### config.mk
export PLATFORM = sky130hd
export DESIGN_NAME = fetch_unit
export DESIGN_NICKNAME = d
export VERILOG_FILES = /design/src/rtl/fetch_unit.sv
export SDC_FILE = /design/constraint.sdc
export NUM_CORES = 1
export LEC_CHECK = 0
export BUFFER_PORTS_ARGS = -buffer_cell sky130_fd_sc_hd__buf_2
export CORE_UTILIZATION = 25
export DETAILED_ROUTE_END_ITERATION = 10
export PLACE_DENSITY = 0.51
export SLEW_MARGIN = 0
export SYNTH_ARGS = -nofsm -noshare
export SYNTH_HDL_FRONTEND = slang
export SYNTH_SLANG_ARGS = --single-unit
### constraint.sdc
create_clock -name clk -period 4.15 [get_ports clk]
set_clock_uncertainty 0.15 [all_clocks]
set_input_delay 1.245 -clock clk [delete_from_list [all_inputs] [get_ports clk]]
set_output_delay 1.245 -clock clk [all_outputs]
set_load 0.1 [all_outputs]
### src/rtl/fetch_unit.sv
`default_nettype none
// ============================================================================
// Module      : fetch_unit
// Description : Instruction fetch stage. Issues word-aligned requests to
//               instruction memory, tracks requests in an in-order slot ring
//               and presents one {pc, instr} pair per cycle to IF/ID.
//               Handles decode stall and redirects, and drops stale responses.
// Optional    : FETCH_JAL_PREDICT_EN - when defined, a captured JAL steers
//               fetch to its target and squashes younger requests.
// Ports       : clk, rst_n                  clock, async active-low reset
//               imem_req_valid/ready/addr    fetch request channel
//               imem_rsp_valid/data          in-order fetch responses
//               redirect_valid/pc            flush and restart fetch
//               id_stall                     decode back-pressure
//               if_id_valid/instr/pc         head instruction to decode
// Revision    : 1.0 - initial release
// ============================================================================
module fetch_unit #(
    parameter logic [31:0] RESET_PC = 32'h0000_0000,
    parameter int          DEPTH    = 4
) (
    input  logic        clk,
    input  logic        rst_n,
    output logic        imem_req_valid,
    input  logic        imem_req_ready,
    output logic [31:0] imem_req_addr,
    input  logic        imem_rsp_valid,
    input  logic [31:0] imem_rsp_data,
    input  logic        redirect_valid,
    input  logic [31:0] redirect_pc,
    input  logic        id_stall,
    output logic        if_id_valid,
    output logic [31:0] if_id_instr,
    output logic [31:0] if_id_pc
);

    localparam int          IW    = $clog2(DEPTH);
    localparam int          PW    = IW + 1;
    // Discard counter must absorb several back-to-back flushes.
    localparam int          DW    = 16;
    localparam logic [31:0] C_NOP = 32'h0000_0013;

    // ------------------------------------------------------------------
    // State
    // ------------------------------------------------------------------
    logic [31:0]      pc_q, pc_d;
    logic [31:0]      slot_pc_q    [DEPTH];
    logic [31:0]      slot_instr_q [DEPTH];
    logic [DEPTH-1:0] slot_filled_q;
    logic [PW-1:0]    alloc_q, alloc_d;
    logic [PW-1:0]    fill_q,  fill_d;
    logic [PW-1:0]    head_q,  head_d;
    logic [PW-1:0]    count_q, count_d;
    logic [DW-1:0]    discard_q, discard_d;

    // ------------------------------------------------------------------
    // Combinational control
    // ------------------------------------------------------------------
    logic          w_req_fire;
    logic          w_rsp_take;
    logic          w_consume;
    logic [PW-1:0] w_unfilled;
    logic [IW-1:0] w_alloc_idx, w_fill_idx, w_head_idx;
    logic          w_unused;

    assign w_alloc_idx = alloc_q[IW-1:0];
    assign w_fill_idx  = fill_q[IW-1:0];
    assign w_head_idx  = head_q[IW-1:0];

    // Gated by rst_n so no request leaks out while reset is held.
    assign imem_req_valid = rst_n && (count_q < PW'(DEPTH)) && !redirect_valid;
    assign imem_req_addr  = pc_q;
    assign w_req_fire     = imem_req_valid && imem_req_ready;

    // Responses belong to the oldest unfilled slot unless still owed to a flush.
    assign w_rsp_take = imem_rsp_valid && (discard_q == '0);

    assign if_id_valid = slot_filled_q[w_head_idx];
    assign if_id_instr = if_id_valid ? slot_instr_q[w_head_idx] : C_NOP;
    assign if_id_pc    = if_id_valid ? slot_pc_q[w_head_idx]    : 32'h0;
    assign w_consume   = if_id_valid && !id_stall;

    // Requests issued but not yet answered.
    assign w_unfilled = alloc_q - fill_q;

    // Low address bits of a redirect target are forced to zero.
    assign w_unused = &{1'b0, redirect_pc[1:0]};

`ifdef FETCH_JAL_PREDICT_EN
    logic          w_is_jal;
    logic [31:0]   w_jal_imm;
    logic [31:0]   w_jal_target;
    logic [PW-1:0] w_fill_next;
    logic [PW-1:0] w_younger;

    assign w_is_jal     = (imem_rsp_data[6:0] == 7'b1101111);
    assign w_jal_imm    = {{11{imem_rsp_data[31]}}, imem_rsp_data[31],
                           imem_rsp_data[19:12], imem_rsp_data[20],
                           imem_rsp_data[30:21], 1'b0};
    assign w_jal_target = slot_pc_q[w_fill_idx] + w_jal_imm;
    assign w_fill_next  = fill_q + 1'b1;
    // Outstanding requests behind the JAL slot; they become stale.
    assign w_younger    = alloc_q - w_fill_next;
`endif

    always_comb begin
        pc_d      = pc_q;
        alloc_d   = alloc_q;
        fill_d    = fill_q;
        head_d    = head_q;
        count_d   = count_q + PW'(w_req_fire) - PW'(w_consume);
        discard_d = discard_q;

        if (w_req_fire) begin
            pc_d    = pc_q + 32'd4;
            alloc_d = alloc_q + 1'b1;
        end

        if (imem_rsp_valid) begin
            if (discard_q != '0) begin
                discard_d = discard_q - 1'b1;
            end else begin
                fill_d = fill_q + 1'b1;
            end
        end

        if (w_consume) begin
            head_d = head_q + 1'b1;
        end

`ifdef FETCH_JAL_PREDICT_EN
        // Truncate the ring right after the JAL; a request handshaking in
        // this same cycle is younger too and must also be discarded.
        if (w_rsp_take && w_is_jal) begin
            pc_d      = w_jal_target;
            alloc_d   = w_fill_next;
            count_d   = w_fill_next - head_q - PW'(w_consume);
            discard_d = discard_q + DW'(w_younger) + DW'(w_req_fire);
        end
`endif

        // A redirect overrides everything; a response arriving now is stale.
        if (redirect_valid) begin
            pc_d      = {redirect_pc[31:2], 2'b00};
            alloc_d   = '0;
            fill_d    = '0;
            head_d    = '0;
            count_d   = '0;
            discard_d = discard_q + DW'(w_unfilled) - DW'(imem_rsp_valid);
        end
    end

    // ------------------------------------------------------------------
    // Registers
    // ------------------------------------------------------------------
    always_ff @(posedge clk or negedge rst_n) begin
        if (!rst_n) begin
            pc_q          <= RESET_PC;
            alloc_q       <= '0;
            fill_q        <= '0;
            head_q        <= '0;
            count_q       <= '0;
            discard_q     <= '0;
            slot_filled_q <= '0;
            for (int i = 0; i < DEPTH; i++) begin
                slot_pc_q[i]    <= 32'h0;
                slot_instr_q[i] <= 32'h0;
            end
        end else begin
            pc_q      <= pc_d;
            alloc_q   <= alloc_d;
            fill_q    <= fill_d;
            head_q    <= head_d;
            count_q   <= count_d;
            discard_q <= discard_d;

            if (redirect_valid) begin
                slot_filled_q <= '0;
            end else begin
                // Alloc, fill and head slots are always distinct when active.
                if (w_req_fire) begin
                    slot_pc_q[w_alloc_idx]     <= pc_q;
                    slot_filled_q[w_alloc_idx] <= 1'b0;
                end
                if (w_rsp_take) begin
                    slot_instr_q[w_fill_idx]  <= imem_rsp_data;
                    slot_filled_q[w_fill_idx] <= 1'b1;
                end
                if (w_consume) begin
                    slot_filled_q[w_head_idx] <= 1'b0;
                end
            end
        end
    end

endmodule
`default_nettype wire

After elaboration in Yosys (flattened, before gate mapping)
Index checks and enable logic that the tools add are counted.
- output and inout port bits: 98
- input bits: 70
- register bits after elaboration: 320
- multiplexer cells: 41
- reduce and logical (&&, ||, !) cells: 22
- eq/ne operators: 1
- $lt $le $gt $ge: 12
- $add $sub $neg: 10
- bitwise logic cells: 9
- operator list (operator ; count):
    32-bit 2-to-1 mux ; 10
    128-bit bitwise mux ; 2
    32-bit binary-select mux with 2-bit select ; 2
    32-bit demux with 2-bit select ; 2
    16-bit 2-to-1 mux ; 3
    32-bit by 3-bit adder with 32-bit output (second input constant) ; 1
    3-bit 2-to-1 mux ; 8
    4-bit 2-to-1 mux ; 6
    16-bit by 3-bit adder with 16-bit output ; 1
    16-bit logical NOT ; 1
    16-bit nonzero test ; 1
    16-bit by 1-bit subtractor with 16-bit output ; 1
    16-bit by 1-bit subtractor with 16-bit output (second input constant) ; 1
    1-bit logical AND ; 10
    3-bit by 1-bit adder with 3-bit output (second input constant) ; 3
    3-bit >= comparator (second input constant) ; 3
    2-bit by 3-bit less-than comparator with 1-bit output (second input constant) ; 3
    2-bit inverter with 3-bit output ; 3
    4-bit bitwise AND ; 2
    4-bit inverter ; 2
    2-bit AND reduction ; 4
    2-bit nonzero test ; 4
    1-bit demux with 2-bit select ; 3
    2-bit by 1-bit >= comparator with 1-bit output (second input constant) ; 3
    11 further kinds ; 16

Longest topological paths before layout
Gate-level depths: netlist (run 1).
- depth in word-level cells: 14
- mapped depth: 14
- mapped depth without buffers: 14

Worst setup path before layout (run 1)
OpenSTA, ideal clock, no wires.
- path type: input to register
- from: input redirect_valid
- to: register count_q[2]
- cell stages on the path: 11
- path slack: -438 ps
- arrival time: 4306 ps
- cells stage by stage: buf_2 -> nor3b_2 -> and2_1 -> inv_2 -> clkbuf_1 -> ha_1 -> inv_1 -> ha_1 -> fa_1 -> xnor2_1 -> nor2_1
- longest elaborated chain between the ends: 6
- ends and longest elaborated chain (element ; line ; text):
    start: declaration ; 29 ; input logic redirect_valid,
    1-bit logical NOT ; 71 ; assign imem_req_valid = rst_n && (count_q < PW'(DEPTH)) && !redirect_valid;
    1-bit logical AND ; 71 ;
    named net imem_req_valid ; 24 ; output logic imem_req_valid,
    1-bit logical AND ; 73 ; assign w_req_fire = imem_req_valid && imem_req_ready;
    3-bit by 1-bit adder with 3-bit output ; 111 ; count_d = count_q + PW'(w_req_fire) - PW'(w_consume);
    3-bit by 1-bit subtractor with 3-bit output ; 111 ;
    3-bit 2-to-1 mux ; 143 ; if (redirect_valid) begin
    named net count_d[2] ; 53 ; logic [PW-1:0] count_q, count_d;
    end signal: assignment ; 174 ; count_q <= count_d;
    end: declaration ; 53 ;
The timed path passes the listed nets, and every way through them passes these cells.
A chain may end at the register's enable or synchronous reset.

Worst setup path after layout (run 1)
- from: register head_q[0]
- to: output if_id_pc[25]
- longest elaborated chain between the ends: 5
- elaborated cells on any way between the ends: 7
- ends and longest elaborated chain (element ; line ; text):
    start: declaration ; 52 ; logic [PW-1:0] head_q, head_d;
    start signal: assignment ; 161 ; head_q <= '0;
    start signal: assignment ; 173 ; head_q <= head_d;
    2-bit inverter with 3-bit output (implied by the code) ; 80 ; assign if_id_pc = if_id_valid ? slot_pc_q[w_head_idx] : 32'h0;
    32-bit binary-select mux with 2-bit select ; 80 ;
    32-bit 2-to-1 mux (implied by the code) (2 in series) ; 80 ;
    32-bit 2-to-1 mux * ; 80 ;
    end: declaration ; 34 ; output logic [31:0] if_id_pc
Mark *: on every way between the ends. The rest lies on a longest branch, timed or not. The select of a mux whose other input is x is not followed.

==> metrics.md, run 1 <==
| Metric | Value |
|---|---|
| Simple-gate share of the synthesized area | 9.094% |
| ANT nets after route | 0 |
| CP Max Fanout | 9 |
| Crit end category | output port |
| Pwr Density | 514.0 nW/um2 |
| Critical Path Sink | if_id_pc[25] |
| Syn Inst Count | 1231 |
| Final HPWL DP | about 26 mm |
| Die ar. | 64740 um2 |
| Post-layout min period | 3.901 ns |
| Adder-cell share of the synthesized area | a little over 4% |
| Primary FF master, synth | dfrtp_1 |
| Total number of vias | 10353 |
| Routed len/inst | 18.00 um |
| Worst reg2reg setup slack | 0.43 ns |
| Vias in the first global route | 10778 |
| Number of fill cells | 6397 |
| Initial antenna violation count | 7 |
| Final Routed Wirelength | 40.63 mm |
| Maximum vdd drop | around 0.26 mV |
| Relative slew margins | 41.82% |
| CTS Buffer Depth | 3 |
| H-tree depth | 2 |
| Synth Area in Compound Gates | 5.733% |
| Reg clk slew, reported paths | 0.06 ns |
| Async S/R FF share, synth | 100.0% |
| Total Power | approximately 0.01 W |
| Crit path from | head_q[0] |
| Max-slew violation count | 0 |
| Drt drc | 1 |
| FMAX | roughly 0.26 GHz |
| Max-cap viol count | 0 |
| Most instantiated cells after synthesis | 309 x dfrtp_1, 228 x mux2_2, 67 x nor2b_1 |
| Critical path launch point type | register |
| R2r startpoint | alloc_q[0] |
| Placer Congestion | 0.7690 |
| Initial Util | about 25% |
| Multiplexer area fraction after synthesis | 26.46% |
| Count of final setup violators | 0 |
| I/O Buffers | 161 |
| Die width | between 200 and 300 um |
| Required @ worst endpoint | roughly 2.8 ns |
| CTS tree | done |
| Setup TNS | 0 ns |
| Yosys reg bits | between 300 and 400 |
| Top Ports | 168 |
| Synth top area share | 48.53% |
| Setup Crit Path Kind | register to output port |
| First-pass GRT wire length | 63.71 mm |
| Combinational family with the most area after synthesis | multiplexers |
| Worst-Margin Slew | roughly 0.87 ns |
| Worst r2r dst | discard_q[12] |
| Yosys Warn Count | 0 |
| Post-synth top area cell | dfrtp_1 |
| Via density | 4.587 |
| Die Span Y | 254.5 um |
| Gr usage total | 12.68% |
| Worst reg2reg path depth | 15 |
| CTS Buf Count | 38 |
| EDFF count, synth | 0 |
| Nets | 1500 |
| Root buffer cell | clkbuf_16 |
| Top cells by area, synth | dfrtp_1 49%, mux2_2 16%, mux4_2 8.8% |
| Core Rows | 92 |
| Core Area | between 60000 and 70000 um2 |
| Area of the multi-input gates | 7516 um2 |
| Initial DRC Count | ~480 |
| Violated checks | DRC |
| Fin crit share | 93.99% |
| Status | finished with violations |
| Cell Area, Synth | 15930 um2 |
| Share of layout cells above drive strength 1 | approximately two fifths |
| Synth cell types | 77 |
| Synthesized area per cell | 12.94 um2 |
| Worst-Skew Late Latency | 0.55 ns |
| Most common cell in the synthesized netlist | dfrtp_1 |
| Synthesis-to-finish area growth | 19.40% |
| DRT Pass-1 Iters | 8 |
| RSZ-0062 raised after global routing | false |
| Post-cts sizing count | 0 |
| GR Overflow Total | 0 |
| Pleak | 8.788 nW |
| Largest net degree at the start of global routing | 151 |
| Final Hold Viols | 0 |
| Register area share after synthesis | 48.53% |
| Storage cell area | 7740 um2 |
| Critical path data arrival time | 2.51 ns |
| Clk sinks | 309 |
| XOR/XNOR Fraction of Synth Area | 1.594% |
| Hold Path Class | register to register |
## sequential cells by signal (all words and copies together) (netlist names)
name / cells
slot_filled_q: 4
imem_req_addr: 30
fill_q: 3
slot_pc_q: 120
slot_instr_q: 128
count_q: 3
discard_q: 16
head_q: 2
alloc_q: 3
## how the worst min path moves through the flow
stage | to | cells after the start | start
3_5_place_dp | slot_instr_q[52] | 1 | slot_instr_q[52]
3_3_place_gp | slot_pc_q[74] | 2 | slot_pc_q[74]
6_report | slot_instr_q[52] | 1 | slot_instr_q[52]
4_1_cts | slot_instr_q[52] | 1 | slot_instr_q[52]
2_1_floorplan | slot_pc_q[10] | 2 | slot_pc_q[10]
5_1_grt | slot_instr_q[24] | 1 | slot_instr_q[24]
## cell type report
cell class | count | share of cell area (%)
flip-flops and latches | 309 | 40.68
diodes | 1 | 0.01315
clock buffers | 51 | 5.571
inverters | 49 | 0.9668
multi-input cells | 791 | 39.51
repair buffers | 191 | 6.314
well taps | 846 | 5.564
clock inverters | 19 | 1.381
## stage by stage
| step | std cells | setup WS [ns] | utilization (%) | instance area (um2) | hold slack [ns] |
|---|---|---|---|---|---|
| finish | 2257 | 0.2493 | 30.21 | 19020 | 0.3328 |
| global route | 2257 | 0.1337 | 30.21 | 19020 | 0.3459 |
| floorplan | 1234 | 0.006809 | - | 15950 | 0.2943 |
| global placement | 2184 | 0.1793 | 28.07 | 17670 | 0.3062 |
| detailed placement | 2184 | 0.2289 | 28.07 | 17670 | 0.3200 |
| CTS | 2254 | 0.0003624 | 30.17 | 18990 | 0.3347 |
## layout by cell type, fill, tap and decap left out, types with 5 or more instances in the layout
cell type | synthesis | routed
inv_1 | 48 | 48
clkbuf_8 | 3 | 6
nor2b_1 | 67 | 67
buf_2 | 24 | 156
o311ai_1 | 5 | 5
dfrtp_1 | 309 | 307
ha_1 | 47 | 47
and3_1 | 15 | 15
nand2_1 | 64 | 64
mux4_2 | 62 | 62
nor4_1 | 6 | 6
a221o_1 | 7 | 7
nand3_1 | 18 | 18
clkbuf_16 | 0 | 38
mux2_1 | 18 | 18
nand4_1 | 7 | 7
a211oi_1 | 6 | 6
a21oi_1 | 22 | 22
nand2_2 | 5 | 5
clkbuf_1 | 28 | 7
o21ai_0 | 38 | 37
buf_4 | 8 | 22
a31oi_1 | 6 | 6
mux2_2 | 228 | 228
buf_12 | 0 | 12
or3_1 | 5 | 5
o211ai_1 | 12 | 12
nor2_1 | 30 | 30
bufinv_16 | 0 | 5
clkinv_2 | 0 | 5
xnor2_1 | 27 | 27
or2_2 | 5 | 5
mux2i_1 | 5 | 5
nor3_1 | 11 | 11
## critical path: stages, from the launching register on
cell	delay [ns]
dfrtp_4	0.53
buf_4	0.19
buf_12	0.15
mux4_2	0.34
nor2b_1	0.25
buf_2	0.48
## repair_timing
item,4_1_cts,5_1_grt
endpoints found under the setup margin,0,11
hold buffers,0,0
setup buffers,0,2
## cells by family after synthesis
group,Yosys count
buf+inv,134
compound gates,132
mux,313
fa+ha+maj,50
flops,309
other cells,1
xor+xnor,29
simple gates,263
## power breakdown
group          total, W  internal [W]  switching (W)
clock network   0.00350       0.00213        0.00137
registers       0.00368       0.00339       0.000287
logic           0.00260       0.00116        0.00143
total           0.00978       0.00669        0.00309
## metal layers
layer	up-vias	global-route usage, %	part of all wire (%)
li1	4744	-	-
met3	63	3.297	5.5
met1	5342	16.56	45
met4	12	3.632	2.1
met2	192	20.59	47
met5	-	0	0.18
Note: power is estimated with default switching activity, not from simulation.
==> inputs of run 2 (changes only) <==
CORE_ASPECT_RATIO = 0.5   (was unset)
clock period = 5 ns   (was 4.15 ns; I/O delays follow)
==> run 2 against run 1 <==
  * The run now ends clean
  * Sequential share of layout area increased by 0.82 points
  * Worst setup slack improved by 0.24 ns
  * Via count decreased by 1.9%
  * Die area about the same
  * Global-route usage decreased by 0.62 points
  * First-iteration DRC count increased by 18%
  * Non-clock buffer count decreased by 10
  * Hold slack got worse by 0.00061 ns
  * Combinational power decreased by 19%
==> metrics.md, run 2 (synthesis gave the netlist of run 1 again) <==
| Metric | Value |
|---|---|
| Max incr delay on CP | 0.66 ns (+0.13 ns) |
| Commonest non-fill, non-tap cell in the layout | dfrtp_1 |
| Vias in the first global route | 10672 (-0.98%) |
| R2r startpoint | alloc_q[0] |
| Fin area | 18650 um2 (-2.0%) |
| Relative slew margins | 31.49% (-10 points) |
| Dpl cells | 2155 (-1.3%) |
| Max-cap viol count | 0 (unchanged) |
| Fin crit share | between 90 and 100% |
| Initial DRC Count | 560 (+18%) |
| Worst path bufs/invs | 2 (-1) |
| Synthesis-to-finish area growth | 17.05% |
| Setup Crit Path Kind | register to output port |
| Placer Congestion | 0.7642 (-0.62%) |
| Top Ports | 168 (unchanged) |
| Drt drc | 0 (-1) |
| I/O Buffers | 161 (unchanged) |
| Hold WS | 0.3322 ns (-0.0006110 ns) |
| Post-Place Cell Area | 17470 um2 (-1.1%) |
| Pwr Density | 416.9 nW/um2 (-19%) |
| Worst reg2reg path depth | 13 (-2) |
| Post-cts sizing count | 0 (unchanged) |
| First-pass GRT wire length | 61.89 mm (-2.8%) |
| Setup TNS | 0 ns (unchanged) |
| Cells along the critical path | mux2_2 > o21ai_4 > buf_4 > or2_2 > buf_2 |
| DRT Pass-1 Iters | 4 (-4) |
| Initial Util | 25.67% (+0.37 points) |
| Root buffer cell | clkbuf_16 |
| Die ar. | 64810 um2 (about the same) |
| Count of final setup violators | 0 (unchanged) |
| Via density | 4.583 (about the same) |
| CTS Buf Count | 35 (-7.9%) |
| CP delay by family, top | buffers and inverters |
| Hold Path Sink | slot_pc_q[74] |
| Required @ worst endpoint | 3.35 ns (+0.60 ns) |
| Total number of vias | 10161 (-1.9%) |
| Core Area | 62060 um2 (-1.4%) |
| FMAX | roughly 0.22 GHz |
| Die width | 359.0 um (+41%) |
| Worst reg2reg setup slack | 1.18 ns (+0.75 ns) |
| Hold Crit Start | slot_pc_q[74] |
| Final HPWL DP | 25.31 mm (-3.0%) |
| Final Hold Viols | 0 (unchanged) |
| Reg clk slew, reported paths | 0.06 ns (about the same) |
| CTS Hold Buffers Added | 0 (unchanged) |
| RSZ-0062 raised after global routing | false |
| Crit end category | output port |
| Final Routed Wirelength | 39.07 mm (-3.8%) |
| Critical path launch point type | register |
| Largest net degree at the start of global routing | 77 (-49%) |
| CTS Buffer Depth | 3 (unchanged) |
| Status | finished, final reports clean |
| Core Rows | 64 (-30%) |
| Hold Crit Depth | 2 (+1) |
| H-tree depth | 2 (unchanged) |
| CP Max Fanout | 40 (+31) |
| Hold Path Class | register to register |
| GR Overflow Total | 0 (unchanged) |
| Maximum vdd drop | 0.1848 mV (-28%) |
| Share of layout cells above drive strength 1 | 40.26% (-0.59 points) |
| Slowest-stage cell, CP | dfrtp_4 |
| Initial antenna violation count | 1 (-6) |
| Most frequent cells in the layout | 307 x dfrtp_1, 228 x mux2_2, 159 x buf_2 |
| Worst-Skew Late Latency | 0.54 ns (about the same) |
| Max reg flops | 128 (unchanged) |
| Gr usage total | 12.06% (-0.62 points) |
| ANT nets after route | 0 (unchanged) |
| Post-route insts no fill | 2217 (-1.8%) |
| Clk sinks | 309 (unchanged) |
| Nets | 1487 (-0.87%) |
| Critical path data arrival time | 2.86 ns (+0.35 ns) |
| Post-CTS setup buffer count | 0 (unchanged) |
| Routed len/inst | 17.62 um (-2.1%) |
| Pleak | 8.614 nW (-2.0%) |
| Post-layout min period | 4.511 ns |
| Die Span Y | 180.5 um (-29%) |
| Worst-Margin Slew | 1.024 ns (+0.1514 ns) |
| CTS tree | done |
| Max-slew violation count | 0 (unchanged) |
| Post-layout util | 30.05% (-0.16 points) |
| Worst r2r dst | discard_q[12] |
| Biggest register | slot_instr_q |
## run 2: cell types whose count changed in the layout (fill, tap and decap cells not counted), sizes merged
cell      change
buf          -10
bufinv        -4
clkinv        -4
clkbuf        +3
inv           -3
clkinvlp      -1
## run 2: final cells by class
cell class / instances / area [um2]
Fill cell: 6317 / 43410
Clock buffer: 54 / 1067
Multi-Input combinational cell: 791 / 7512
Timing Repair Buffer: 181 / 1006
Antenna cell: 1 / 2.502
Clock inverter: 7 / 105.1
Tap cell: 825 / 1032
Sequential cell: 309 / 7740
Inverter: 49 / 183.9
## run 2: metrics by stage
| stage | setup slack, ns | power (W) |
|---|---|---|
| finish | 0.4888 | 0.007775 |
| floorplan | 0.1568 | 0.004727 |
| global placement | 0.5503 | 0.005212 |
| CTS | 0.4564 | 0.007872 |
| detailed placement | 0.6527 | 0.005212 |
| global route | 0.3741 | 0.008236 |
## run 2: routing by layer
| layer | GRT usage (%) | part of all wire, % |
|---|---|---|
| met5 | 0 | 0 |
| met4 | 3.828 | 2.5 |
| met3 | 1.716 | 2.4 |
| met2 | 21.64 | 52 |
| met1 | 14.91 | 43 |
## run 2: tightest hold or removal path, cell delays in order, from the launching register on
cell and delay (ns):
dfrtp_1 0.34, nand2_1 0.04, o21ai_0 0.06
## run 2: worst max-delay path by stage
stage | from | endpoint | depth (start not counted)
detailed placement | imem_rsp_valid | discard_q[12] | 12
global route | head_q[1] | if_id_instr[0] | 5
CTS | head_q[1] | if_id_instr[0] | 5
floorplan | redirect_valid | count_q[2] | 11
finish | head_q[1] | if_id_instr[0] | 5
global placement | imem_rsp_valid | discard_q[12] | 12
## run 2: report_power, final
| part | switching, W | leakage (nW) | total [W] | internal (W) |
|---|---|---|---|---|
| logic | 0.00117 | 3.92 | 0.00211 | 0.000942 |
| registers | 0.000241 | 4.12 | 0.00306 | 0.00282 |
| clock network | 0.00107 | 0.576 | 0.00261 | 0.00153 |
| total | 0.00248 | 8.61 | 0.00777 | 0.00529 |
